## src/rtl/sd_request_arbiter.sv

```systemverilog
// Round-robin arbiter that multiplexes sector read/write requests from several
// virtual drives onto one hps_io sd_rd/sd_wr/sd_ack handshake.
module sd_request_arbiter #(
  parameter int NUM_CH    = 3,
  parameter int LBA_W     = 32,
  parameter int TIMEOUT_W = 24
) (
  input  logic                    clk_sys,
  input  logic                    reset,
  input  logic [NUM_CH-1:0]       req_rd,
  input  logic [NUM_CH-1:0]       req_wr,
  input  logic [NUM_CH*LBA_W-1:0] req_lba,
  input  logic [NUM_CH-1:0]       mounted,
  input  logic [NUM_CH-1:0]       protect,
  output logic [NUM_CH*LBA_W-1:0] sd_lba,
  output logic [NUM_CH-1:0]       sd_rd,
  output logic [NUM_CH-1:0]       sd_wr,
  input  logic [NUM_CH-1:0]       sd_ack,
  output logic [NUM_CH-1:0]       cpu_wait,
  output logic [NUM_CH-1:0]       done,
  output logic [NUM_CH-1:0]       err,
  output logic [2:0]              grant_ch,
  output logic                    busy
);

  typedef enum logic [1:0] {IDLE, CHECK, REQ, XFER} state_e;

  state_e                   state_q, state_d;
  logic [NUM_CH-1:0]        pend_rd_q, pend_rd_d;
  logic [NUM_CH-1:0]        pend_wr_q, pend_wr_d;
  logic [NUM_CH-1:0]        clr_rd, clr_wr;
  logic [TIMEOUT_W-1:0]     cnt_q, cnt_d, cnt_inc;
  logic [2:0]               rr_q, rr_d;
  logic [2:0]               grant_q, grant_d;
  logic                     wr_sel_q, wr_sel_d;
  logic [NUM_CH-1:0]        sd_rd_q, sd_rd_d;
  logic [NUM_CH-1:0]        sd_wr_q, sd_wr_d;
  logic [NUM_CH*LBA_W-1:0]  sd_lba_q, sd_lba_d;
  logic [NUM_CH-1:0]        ack_prev_q;
  logic [NUM_CH-1:0]        cpu_wait_q, cpu_wait_d;
  logic [NUM_CH-1:0]        done_q, done_d;
  logic [NUM_CH-1:0]        err_q, err_d;

  logic [NUM_CH-1:0]        pend_any;
  logic [NUM_CH-1:0]        grant_oh, grant_oh_d;
  logic                     found;
  logic [2:0]               pick;
  logic                     g_mounted, g_protect, g_pend_wr, g_ack, g_ack_prev;
  logic                     ack_rise, ack_fall, cnt_to;

  assign pend_any = pend_rd_q | pend_wr_q;
  assign cnt_inc  = cnt_q + 1'b1;
  assign cnt_to   = (cnt_inc == '1);
  assign ack_rise = g_ack & ~g_ack_prev;
  assign ack_fall = ~g_ack & g_ack_prev;

  // Pick the first pending channel at or after rr_q, then wrap to the low channels.
  always_comb begin
    found = 1'b0;
    pick  = '0;
    for (int c = 0; c < NUM_CH; c++) begin
      if (!found && pend_any[c] && (3'(c) >= rr_q)) begin
        found = 1'b1;
        pick  = 3'(c);
      end
    end
    for (int c = 0; c < NUM_CH; c++) begin
      if (!found && pend_any[c]) begin
        found = 1'b1;
        pick  = 3'(c);
      end
    end
  end

  always_comb begin
    g_mounted  = 1'b0;
    g_protect  = 1'b0;
    g_pend_wr  = 1'b0;
    g_ack      = 1'b0;
    g_ack_prev = 1'b0;
    grant_oh   = '0;
    grant_oh_d = '0;
    for (int c = 0; c < NUM_CH; c++) begin
      if (grant_q == 3'(c)) begin
        g_mounted   = mounted[c];
        g_protect   = protect[c];
        g_pend_wr   = pend_wr_q[c];
        g_ack       = sd_ack[c];
        g_ack_prev  = ack_prev_q[c];
        grant_oh[c] = 1'b1;
      end
      if (grant_d == 3'(c)) begin
        grant_oh_d[c] = 1'b1;
      end
    end
  end

  always_ff @(posedge clk_sys) begin
    if (reset) begin
      state_q <= IDLE;
    end else begin
      state_q <= state_d;
    end
  end

  always_comb begin
    state_d = state_q;
    case (state_q)
      IDLE:  if (found) state_d = CHECK;
      CHECK: begin
        if (!g_mounted || (g_pend_wr && g_protect)) state_d = IDLE;
        else                                        state_d = REQ;
      end
      REQ: begin
        if (ack_rise)    state_d = XFER;
        else if (cnt_to) state_d = IDLE;
      end
      XFER:  if (ack_fall) state_d = IDLE;
      default: state_d = IDLE;
    endcase
  end

  always_comb begin
    clr_rd   = '0;
    clr_wr   = '0;
    grant_d  = grant_q;
    rr_d     = rr_q;
    wr_sel_d = wr_sel_q;
    sd_rd_d  = sd_rd_q;
    sd_wr_d  = sd_wr_q;
    sd_lba_d = sd_lba_q;
    cnt_d    = cnt_q;
    done_d   = '0;
    err_d    = '0;
    case (state_q)
      IDLE: begin
        if (found) begin
          grant_d = pick;
          for (int c = 0; c < NUM_CH; c++) begin
            if (pick == 3'(c)) sd_lba_d[c*LBA_W +: LBA_W] = req_lba[c*LBA_W +: LBA_W];
          end
        end
      end
      CHECK: begin
        if (!g_mounted) begin
          clr_rd = grant_oh;
          clr_wr = grant_oh;
          err_d  = grant_oh;
        end else if (g_pend_wr && g_protect) begin
          clr_wr = grant_oh;
          err_d  = grant_oh;
        end else begin
          wr_sel_d = g_pend_wr;
          if (g_pend_wr) sd_wr_d = grant_oh;
          else           sd_rd_d = grant_oh;
          cnt_d = '0;
        end
      end
      REQ: begin
        cnt_d = cnt_inc;
        if (ack_rise || cnt_to) begin
          sd_rd_d = '0;
          sd_wr_d = '0;
          if (wr_sel_q) clr_wr = grant_oh;
          else          clr_rd = grant_oh;
          if (!ack_rise) err_d = grant_oh;
        end
      end
      XFER: begin
        if (ack_fall) done_d = grant_oh;
      end
      default: ;
    endcase

    if ((state_q != IDLE) && (state_d == IDLE)) begin
      rr_d = (grant_q == 3'(NUM_CH-1)) ? 3'd0 : grant_q + 3'd1;
    end

    // New request pulses are OR-ed in after clearing so a same-cycle set survives.
    pend_rd_d  = (pend_rd_q & ~clr_rd) | req_rd;
    pend_wr_d  = (pend_wr_q & ~clr_wr) | req_wr;
    cpu_wait_d = pend_rd_d | pend_wr_d | ((state_d != IDLE) ? grant_oh_d : '0);
  end

  always_ff @(posedge clk_sys) begin
    if (reset) begin
      pend_rd_q  <= '0;
      pend_wr_q  <= '0;
      cnt_q      <= '0;
      rr_q       <= '0;
      grant_q    <= '0;
      wr_sel_q   <= 1'b0;
      sd_rd_q    <= '0;
      sd_wr_q    <= '0;
      sd_lba_q   <= '0;
      ack_prev_q <= '0;
      cpu_wait_q <= '0;
      done_q     <= '0;
      err_q      <= '0;
    end else begin
      pend_rd_q  <= pend_rd_d;
      pend_wr_q  <= pend_wr_d;
      cnt_q      <= cnt_d;
      rr_q       <= rr_d;
      grant_q    <= grant_d;
      wr_sel_q   <= wr_sel_d;
      sd_rd_q    <= sd_rd_d;
      sd_wr_q    <= sd_wr_d;
      sd_lba_q   <= sd_lba_d;
      ack_prev_q <= sd_ack;
      cpu_wait_q <= cpu_wait_d;
      done_q     <= done_d;
      err_q      <= err_d;
    end
  end

  assign sd_lba   = sd_lba_q;
  assign sd_rd    = sd_rd_q;
  assign sd_wr    = sd_wr_q;
  assign cpu_wait = cpu_wait_q;
  assign done     = done_q;
  assign err      = err_q;
  assign grant_ch = grant_q;
  assign busy     = (state_q != IDLE);

endmodule
```

## config.mk

```make
export PLATFORM = sky130hd
export DESIGN_NAME = sd_request_arbiter
export DESIGN_NICKNAME = d
export VERILOG_FILES = /design/src/rtl/sd_request_arbiter.sv
export SDC_FILE = /design/constraint.sdc
export NUM_CORES = 1
export LEC_CHECK = 0
export ABC_AREA = 0
export BUFFER_PORTS_ARGS = -buffer_cell sky130_fd_sc_hd__buf_2
export CAP_MARGIN = 10
export CORE_MARGIN = 1
export CORE_UTILIZATION = 37
export CTS_BUF_LIST = sky130_fd_sc_hd__clkbuf_8
export DETAILED_ROUTE_END_ITERATION = 8
export GPL_TIMING_DRIVEN = 0
export PLACE_DENSITY_LB_ADDON = 0.1
export SKIP_CTS_REPAIR_TIMING = 1
export SYNTH_ARGS = -nofsm -noshare
export SYNTH_HDL_FRONTEND = slang
export SYNTH_SLANG_ARGS = --single-unit
```

## constraint.sdc

```tcl
create_clock -name clk_sys -period 3.15 [get_ports clk_sys]
set_input_delay 0.4725 -clock clk_sys [delete_from_list [all_inputs] [get_ports clk_sys]]
set_output_delay 0.4725 -clock clk_sys [all_outputs]
set_load 0.05 [all_outputs]
```

==> run_results.csv <==
group,metric,value,unit
worst_setup_path,crit_path_max_incr_delay,0.48,ns
sta,setup_viol,0,
logic_synthesis,synth_top_cell_by_area,"dfxtp_1",
sta,period_needed,3.00,ns
power_and_ir_drop,power_frac_clock,0.329,
layout,area_growth,29.5,%
worst_setup_path,worstPathArrival,3.40,ns
logic_synthesis,synth_area,6780,um2
power_and_ir_drop,irDropWorstVdd,0.000413,V
floorplan,dieWidth,137,um
sta,final.period_utilization,0.953,
power_and_ir_drop,p_seq_frac,0.416,
grt,antenna_found_initial,2,
worst_setup_path,crit_top_cell,"or2_1",
cts,clk_latency,0.46,ns
grt,grt_overflow,0,
worst_setup_path,endpoint_kind,"flop",
drt,drc_errors,0,
grt,grt_max_degree,17,
placement,gp_congestion,0.848,
logic_synthesis,synth_top_cell_area_share,0.452,
worst_setup_path,critPathTopFamily,"simple AND/OR/NAND/NOR gates",
status,status,"finished clean",
logic_synthesis,yosys_warnings,0,
floorplan,core,18000,um2
layout,mostFrequentLayoutCell,"buf_2",
cts,cts_buffer_depth,2,
floorplan,dieArea,18900,um2
drt,initialDrtViolationCount,373,
cts,cts_tree,"yes",
floorplan,rows,49,
power_and_ir_drop,combPwrFrac,0.254,
power_and_ir_drop,p_switching,1.83,mW
logic_synthesis,syn_nets,949,
layout,fin_util,0.488,
worst_setup_path,crit_required,3.55,ns
worst_setup_path,crit_chain,"buf_2 > nand4_2 > or2_1 > nor4_4 > o2111ai_2 > or2_1 > buf_6 > o32a_4 > or4_1 > a21oi_1",
power_and_ir_drop,leakagePower,3.91,nW
drt,wirelength,20500,um
sta,relSlewSlack,0.334,
sta,skew,0.0102,ns
worst_setup_path,cp-start-kind,"flop",
grt,grt_pass1_wl,31400,um
cts,root_buffer,"clkbuf_8",
layout,layout_common_cells,"buf_2 (232), nand2_1 (162), dfxtp_1 (151)",
worst_setup_path,critPathKind,"reg2reg",
worst_hold_path,hold_class,"in2reg",
worst_setup_path,crit_slowest_cell,"or4_1",
drt,num_vias,6624,
cts,clock_sinks,153,
power_and_ir_drop,power_density,590,nW/um2
run,maxCapViolCount,0,
floorplan,dieHeight,137,um
logic_synthesis,syn_avg_cell_area,8.18,um2
logic_synthesis,async_flop_share,0,
drt,wl_per_cell,15.5,um
drt,postRouteAntennaNets,0,
placement,io_buffer_count,227,
sta,hold_violations,0,
floorplan,pin_count,228,
sta,tightest_slew,0.987,ns
logic_synthesis,syn_inst,829,
floorplan,floorplan.initialDensity,0.377,
drt,vias_per_cell,5.02,
logic_synthesis,synthTopCellsByArea,"dfxtp_1 (45%), nand2_1 (9.0%), a21oi_1 (7.8%), mux2i_1 (5.5%), nor2_1 (4.9%)",
sta,holdWs,0.231,ns
sta,fmax,0.333,GHz
worst_setup_path,worst-path-buf-inv,2,
logic_synthesis,synth_edf_count,0,
grt,grt_usage,0.217,
grt,grt_pass1_vias,5994,
logic_synthesis,synthFlopType,"dfxtp_1",
power_and_ir_drop,internal_power,3.34,mW
logic_synthesis,synth_seq_area_share,0.452,
sta,drv_slew,0,
drt,dr.pass1.iters,7,
power_and_ir_drop,switching_share,0.354,
logic_synthesis,ys_types,72,
cts,cts-htree-levels,4,
layout,finalNetCount,1198,
logic_synthesis,synth_seq_cells,153,
cts,clkTransAtPathRegs,0.10,ns
layout,drive_above_1_share,0.286,
placement,hpwlAfterDp,15300,um
worst_setup_path,crit_fanout,9,
layout,num_antenna_cells,0,
cts,cts_buffers,17,
cell usage after synthesis, drive strengths merged, types with 3 or more instances:
library cell,count
or3,8
inv,18
and3,5
dfxtp,153
o21a,3
buf,18
nor2b,8
nand3,19
or2,4
nor2,89
xnor2,3
nand4,6
nand2,162
a21o,16
mux2i,37
ha,7
a21oi,105
and2,3
a22o,3
nor3b,3
o31ai,4
a31oi,8
nor3,21
clkbuf,40
o32a,4
o21ai,19
nand3b,7
or4,5
o2bb2ai,3
nor4,10
metal layers:
metal	share of wire	track usage	up-vias
met5	0.0011	0	-
met4	0.011	0.0556	4
met3	0.085	0.0714	19
met2	0.45	0.331	215
met1	0.45	0.292	3032
li1	-	-	3354
power by group through the flow:
stage          registers (mW)  logic, mW  clock network (mW)
6_report                 2.15       1.32                1.70
5_1_grt                  2.18       1.42                1.82
4_1_cts                  2.16       1.32                1.73
3_5_place_dp             2.20       1.32                   0
3_3_place_gp             2.19       1.31                   0
2_1_floorplan            2.63      0.517                   0
sequential cells by signal, summed over array words and instances, names as in the netlist:
register	flops
sd_lba	96
cnt_q	24
ack_prev_q	3
cpu_wait	3
done	3
err	3
grant_ch	3
pend_rd_q	3
pend_wr_q	3
rr_q	3
sd_rd	3
sd_wr	3
state_q	2
wr_sel_q	1
cells by family after synthesis:
logic type / after synthesis / share of synthesized area
muxes: 39 / 0.0580
DFF: 153 / 0.452
buffers and inverters: 77 / 0.0521
and+or+nand+nor: 357 / 0.246
adders and majority gates: 7 / 0.0129
AOI/OAI and AO/OA: 191 / 0.173
xor gates and xnor gates: 5 / 0.00646
cell type report:
| type | instances | area [um2] |
|---|---|---|
| Clock buffer | 17 | 234 |
| Tap cell | 229 | 287 |
| Fill cell | 1845 | 9190 |
| Timing Repair Buffer | 230 | 1160 |
| Multi-Input combinational cell | 599 | 3460 |
| Buffer | 58 | 283 |
| Inverter | 19 | 71.3 |
| Sequential cell | 153 | 3070 |
| Clock inverter | 15 | 216 |
final timing paths:
kind	from	endpoint	slack (ns)	cells after the start
worst max-delay path	cnt_q[1]$_SDFFE_PP0P_	rr_q[0]$_SDFFE_PP0P_	0.15	10
worst min-delay path	sd_ack[0]	ack_prev_q[0]$_SDFF_PP0_	0.23	2
worst max register to register	cnt_q[1]$_SDFFE_PP0P_	rr_q[0]$_SDFFE_PP0P_	0.15	10
worst min register to register	sd_lba[82]$_SDFFE_PP0P_	sd_lba[82]$_SDFFE_PP0P_	0.45	2
metrics by stage:
step | std cells | setup TNS (ns) | power [mW] | worst slack [ns] | area [um2]
after global routing | 1320 | -0.00660 | 5.42 | -0.00660 | 8770
after global placement | 1285 | -1.88 | 3.51 | -0.435 | 8200
after detailed placement | 1285 | -2.00 | 3.51 | -0.450 | 8200
after floorplan | 829 | 0 | 3.15 | 0.193 | 6780
final | 1320 | 0 | 5.17 | 0.149 | 8770
after CTS | 1317 | -2.26 | 5.21 | -0.482 | 8650
Note: power is estimated with default switching activity, not from simulation.
